[config.mk]
export PLATFORM = sky130hd
export DESIGN_NAME = pipe_hazard_scoreboard
export DESIGN_NICKNAME = d
export VERILOG_FILES = /design/src/rtl/pipe_hazard_scoreboard.sv
export SDC_FILE = /design/constraint.sdc
export NUM_CORES = 1
export LEC_CHECK = 0
export CAP_MARGIN = 30
export CORE_UTILIZATION = 60
export CTS_BUF_LIST = sky130_fd_sc_hd__clkbuf_8
export CTS_CLUSTER_SIZE = 30
export DETAILED_ROUTE_END_ITERATION = 8
export PLACE_DENSITY = 0.95
export SLEW_MARGIN = 30
export SYNTH_ARGS = -nofsm -noshare
export SYNTH_HDL_FRONTEND = slang
export SYNTH_SLANG_ARGS = --single-unit
[constraint.sdc]
create_clock -name clk -period 11.5 [get_ports clk]
set_clock_uncertainty 0.2 [all_clocks]
set_input_delay 2.875 -clock clk [delete_from_list [all_inputs] [get_ports clk]]
set_output_delay 2.875 -clock clk [all_outputs]
set_load 0.05 [all_outputs]
[src/rtl/pipe_hazard_scoreboard.sv]
// Hazard, stall and forwarding controller with multi-cycle scoreboard.
// Optional HAZ_STATS_EN adds saturating stall-cause counters.
module pipe_hazard_scoreboard #(
  parameter int NREG    = 32,
  parameter int RAW     = 5,
  parameter int CNT_W   = 4,
  parameter int MAX_LAT = 8
) (
  input  logic           clk,
  input  logic           rst_n,
  input  logic           id_valid,
  input  logic [RAW-1:0] id_rs,
  input  logic [RAW-1:0] id_rt,
  input  logic           id_uses_rs,
  input  logic           id_uses_rt,
  input  logic           id_wr_en,
  input  logic [RAW-1:0] id_wr_addr,
  input  logic           id_is_mc,
  input  logic [CNT_W-1:0] id_mc_lat,
  input  logic           ex_wr_en,
  input  logic [RAW-1:0] ex_wr_addr,
  input  logic           ex_is_load,
  input  logic           mem_wr_en,
  input  logic [RAW-1:0] mem_wr_addr,
  input  logic           mem_is_load,
  input  logic           mem_access,
  input  logic           mem_ready,
  input  logic           branch_taken,
  output logic           stall_if,
  output logic           stall_id,
  output logic           bubble_ex,
  output logic           freeze_ex_mem,
  output logic           flush_if,
  output logic [1:0]     fwd_rs_sel,
  output logic [1:0]     fwd_rt_sel,
  output logic           mc_start,
  output logic           mc_wb_valid,
  output logic [RAW-1:0] mc_wb_addr,
  output logic           mc_busy
`ifdef HAZ_STATS_EN
  ,
  output logic [31:0]    stat_load_use,
  output logic [31:0]    stat_mc,
  output logic [31:0]    stat_memwait
`endif
);

  localparam int SBN = 1 << RAW;
  localparam logic [CNT_W-1:0] MaxLat = CNT_W'(MAX_LAT);
  localparam logic [CNT_W-1:0] One = CNT_W'(1);

  typedef enum logic [1:0] {MC_IDLE, MC_BUSY, MC_WB} mcState_t;
  typedef enum logic {MEM_RUN, MEM_WAIT} memState_t;

  mcState_t mcState, mcNext;
  memState_t memState, memNext;

  logic [SBN-1:0]   sb;
  logic [CNT_W-1:0] cnt;
  logic [RAW-1:0]   dest;
  logic [CNT_W-1:0] latEff;

  logic rsNz, rtNz;
  logic rsEx, rtEx, rsMem, rtMem;
  logic loadUse, sbRaw, sbWaw, mcStruct, hz;
  logic frozen, accept, destOk;

  always_comb begin
    rsNz  = id_uses_rs && (id_rs != '0);
    rtNz  = id_uses_rt && (id_rt != '0);
    rsEx  = rsNz && (id_rs == ex_wr_addr) && ex_wr_en;
    rtEx  = rtNz && (id_rt == ex_wr_addr) && ex_wr_en;
    rsMem = rsNz && (id_rs == mem_wr_addr) && mem_wr_en;
    rtMem = rtNz && (id_rt == mem_wr_addr) && mem_wr_en;
  end

  always_comb begin
    fwd_rs_sel = 2'd0;
    fwd_rt_sel = 2'd0;
    if (rsEx && !ex_is_load) fwd_rs_sel = 2'd1;
    else if (rsMem) fwd_rs_sel = mem_is_load ? 2'd3 : 2'd2;
    if (rtEx && !ex_is_load) fwd_rt_sel = 2'd1;
    else if (rtMem) fwd_rt_sel = mem_is_load ? 2'd3 : 2'd2;
  end

  always_comb begin
    loadUse  = id_valid && ex_is_load && (rsEx || rtEx);
    sbRaw    = id_valid && ((rsNz && sb[id_rs]) || (rtNz && sb[id_rt]));
    sbWaw    = id_valid && id_wr_en && sb[id_wr_addr];
    mcStruct = id_valid && id_is_mc && (mcState != MC_IDLE);
    hz       = loadUse || sbRaw || sbWaw || mcStruct;
    frozen   = !mem_ready && ((memState == MEM_WAIT) || mem_access);
    accept   = id_valid && id_is_mc && !hz && !frozen;
    destOk   = id_wr_en && (id_wr_addr != '0) && (int'(id_wr_addr) < NREG);
  end

  always_comb begin
    latEff = id_mc_lat;
    if (id_mc_lat > MaxLat) latEff = MaxLat;
    else if (id_mc_lat == '0) latEff = One;
  end

  always_comb begin
    memNext = memState;
    unique case (memState)
      MEM_RUN:  if (mem_access && !mem_ready) memNext = MEM_WAIT;
      MEM_WAIT: if (mem_ready) memNext = MEM_RUN;
      default:  memNext = MEM_RUN;
    endcase
  end

  // L==1 skips BUSY so the result still lands exactly L cycles after issue
  always_comb begin
    mcNext = mcState;
    unique case (mcState)
      MC_IDLE: if (accept) mcNext = (latEff == One) ? MC_WB : MC_BUSY;
      MC_BUSY: if (cnt == One) mcNext = MC_WB;
      MC_WB:   mcNext = MC_IDLE;
      default: mcNext = MC_IDLE;
    endcase
  end

  always_ff @(posedge clk or negedge rst_n) begin
    if (!rst_n) begin
      memState <= MEM_RUN;
      mcState  <= MC_IDLE;
      cnt      <= '0;
      dest     <= '0;
      sb       <= '0;
    end else begin
      memState <= memNext;
      mcState  <= mcNext;
      if (accept) begin
        cnt  <= latEff - One;
        dest <= id_wr_addr;
        if (destOk) sb[id_wr_addr] <= 1'b1;
      end else if (mcState == MC_BUSY) begin
        cnt <= cnt - One;
      end
      if (mcState == MC_WB) sb[dest] <= 1'b0;
    end
  end

  always_comb begin
    stall_if      = hz;
    stall_id      = hz;
    bubble_ex     = hz;
    freeze_ex_mem = 1'b0;
    flush_if      = branch_taken && !hz;
    if (frozen) begin
      stall_if      = 1'b1;
      stall_id      = 1'b1;
      bubble_ex     = 1'b0;
      freeze_ex_mem = 1'b1;
      flush_if      = 1'b0;
    end
    mc_start    = accept;
    mc_wb_valid = (mcState == MC_WB);
    mc_wb_addr  = (mcState == MC_WB) ? dest : '0;
    mc_busy     = (mcState != MC_IDLE);
  end

`ifdef HAZ_STATS_EN
  always_ff @(posedge clk or negedge rst_n) begin
    if (!rst_n) begin
      stat_load_use <= '0;
      stat_mc       <= '0;
      stat_memwait  <= '0;
    end else if (frozen) begin
      if (stat_memwait != '1) stat_memwait <= stat_memwait + 32'd1;
    end else if (loadUse) begin
      if (stat_load_use != '1) stat_load_use <= stat_load_use + 32'd1;
    end else if (sbRaw || sbWaw || mcStruct) begin
      if (stat_mc != '1) stat_mc <= stat_mc + 32'd1;
    end
  end
`endif

endmodule

==> impl_metrics.ini <==
[run_status]
status = completed

[setup_path]
required_ns = 8.43
r2r_slack_ns = 8.46
crit_chain = clkdlybuf4s50_1 -> mux4_2 -> a32o_1 -> nor4_2 -> a311o_1 -> nand4_1 -> or2_1 -> buf_4 -> inv_2 -> clkdlybuf4s50_1
crit_top_cell = clkdlybuf4s50_1
cpPeakStageDelay_ns = 1.05
crit_type = primary input to output port
r2r.worst_path.cells = 8
endpoint_kind = output port
cp-start-kind = primary input
critPathMaxFanout = 43
r2r_start = sb[19]
cp_num_buf_inv = 4
r2r_end = dest[0]
critPathArrivalTime_ns = 6.75
critPathTopFamily = buffers and inverters
crit_start = id_rt[0]
cp_slowest_cell = clkdlybuf4s50_1

[route]
totalWireLength_um = 10810
wl_met3_um = 1099
detail-route-antenna-nets = 0
dr_wl_met2_um = 4994
wl_met1_um = 4144
route.detailed.drc = 0
vias_per_cell = 7.107
via_count = 3589
first_pass_iters = 5
wire_per_inst_um = 21.40
drt-initial-drc-count = 339
maxUsedRoutingLayer = met4

[power_and_ir_drop]
clkPwrFrac_pct = 17.9
pwr-share-comb_pct = 38.6
swShare_pct = 41.09
ir_worst_vdd_v = 0.0001100
internal_power_uw = 351.4
p_seq_share_pct = 43.5
powerDensity_nw_per_um2 = 142.9
p_leak_nw = 1.462
p_switching_uw = 245.1

[clock_network]
clk_pin_slew_worst_paths_ns = 0.08
h-tree-depth = 2
clk_latency_ns = 0.30
numClockSinks = 44
cts_tree = built
cts_resized = 0
post_cts_buffers = 0
numCtsBuffers = 5
root_buffer = clkbuf_8
ctsHoldBuffers = 0
cts_buffer_depth = 2

[synthesis]
synth-main-ff-cell = dfrtp_1
ys_warn_count = 0
syn_inst = 401
yosys-top-cells-area = dfrtp_1 31%, mux2i_1 7.3%, mux4_2 6.3%
avgSynthCellArea_um2 = 8.893
syn_area_um2 = 3566
synth_top_area_share_pct = 30.88
seq_area_frac_synth_pct = 30.88
synth_edf_count = 0
synth_fp_nets = 448
synthTopCellsByCount = 44 x dfrtp_1, 32 x o21ai_0, 31 x o21ai_1
yosys.area.top_type = dfrtp_1
synth_seq_cells = 44
async_flop_share_pct = 100.0
yosysMostFrequentCell = dfrtp_1
synth_cell_types = 57

[floorplanning]
die_y_um = 79.09
die_width_um = 79.09
die_area_um2 = 6255
num_rows = 27
initial_core_util_pct = 63.59
core_area_um2 = 5608
io_pins = 60

[timing]
finalSetupTns_ns = 0
rsz0062_at_grt = no
tightest_slew_ns = 0.8786
slew_violations = 0
period_share_pct = 85.43
post-route-min-period_ns = 9.824
clock.fmax_mhz = 101.8
setup_viol = 0
max-slew-margin-rel_pct = 41.24
hold_viol_final = 0

[final_layout]
final_cell_area_um2 = 4174
fillers = 370
synthToLayoutAreaGrowth_pct = 17.05
final_nets = 480
diodes = 0
drive_above_1_share_pct = 6.467

[global_routing]
gr-usage-all-layers_pct = 36.22
grt_pass1_wl_um = 17390
grt_antenna_before_repair = 0
overflow = 0
grt_max_degree = 45
grt_pass1_vias = 3492

[min_path]
min_path_type = flop to flop
hold_depth = 1
worstHoldStart = sb[0]
hold_end = sb[0]

[placed_design]
dp_hpwl_um = 7419
place.gp.congestion = 0.9047
port-buffer-count = 59
place_area_um2 = 4080

[run]
maxCapViolations = 0
[metrics by stage]
stage | power [mW] | hold WS [ns] | utilization, % | instances | setup slack [ns]
global placement | 0.4685 | 0.3182 | 72.76 | 498 | 1.750
finish | 0.5965 | 0.3654 | 74.43 | 505 | 1.676
global route | 0.6273 | 0.3809 | 74.43 | 505 | 1.491
CTS | 0.5886 | 0.3560 | 74.48 | 505 | 1.693
floorplan | 0.4019 | 0.2716 | - | 401 | 3.492
detailed placement | 0.4806 | 0.3308 | 72.76 | 498 | 1.696
[placed cells by master, fill, tap and decap left out, types with 3 or more instances in the layout]
cell and n:
nand3_1 14, ha_1 4, o21ai_0 32, xnor2_1 14
and2_1 8, nand2b_1 9, nand2_1 20, inv_1 6
mux2_1 5, o211ai_1 28, clkdlybuf4s50_1 57, nor2_1 24
nor3_1 8, clkbuf_8 7, a311o_1 3, o21ai_1 31
mux2i_1 26, a22oi_1 4, xor2_1 10, nor4_1 5
dfrtp_1 44, mux4_2 10, o22ai_1 3, nand4_1 3
nand3b_1 7, a21oi_1 3, nor2b_1 11
[worst max path at each step]
stage | end | slack, ns | cells after the start
after detailed placement | mc_start | 1.70 | 10
after CTS | mc_start | 1.69 | 10
after global placement | mc_start | 1.75 | 10
final | mc_start | 1.68 | 10
after global routing | mc_start | 1.49 | 10
after floorplan | mc_start | 3.49 | 10
[state kept, by name, summed over array words and instances, names as in the netlist]
name and count:
mcState 2, sb 32, memState 1, dest 5, cnt 4
[routing by layer]
| layer | global-route usage, % | vias up |
|---|---|---|
| met5 | 0 | - |
| met4 | 20.91 | 0 |
| met3 | 8.621 | 73 |
| met2 | 56.55 | 272 |
| met1 | 45.84 | 1692 |
| li1 | - | 1552 |
[cell type report]
class | instances | area [µm²] | area share (%)
flip-flops and latches | 44 | 1101 | 26.38
well taps | 72 | 90.09 | 2.158
multi-input cells | 315 | 2270 | 54.38
clock buffers | 7 | 96.34 | 2.308
inverters | 7 | 26.28 | 0.6295
repair buffers | 60 | 590.6 | 14.15
[kinds of logic (layout without fill, tap and decap cells)]
group	after synthesis	after routing	synth area share, %
flops	44	44	30.88
xor+xnor	24	24	5.895
mux	43	43	16.04
simple gates	125	125	19.12
fa+ha+maj	4	4	1.404
compound gates	119	119	21.19
buf+inv	42	74	5.473
[power by group through the flow]
stage / Sequential [mW] / Combinational, mW / Clock [mW]
3_5_place_dp: 0.255 / 0.225 / 0
6_report: 0.259 / 0.230 / 0.107
3_3_place_gp: 0.253 / 0.215 / 0
2_1_floorplan: 0.223 / 0.178 / 0
5_1_grt: 0.262 / 0.251 / 0.114
4_1_cts: 0.254 / 0.228 / 0.107
Power figures use the tool's default switching activity.
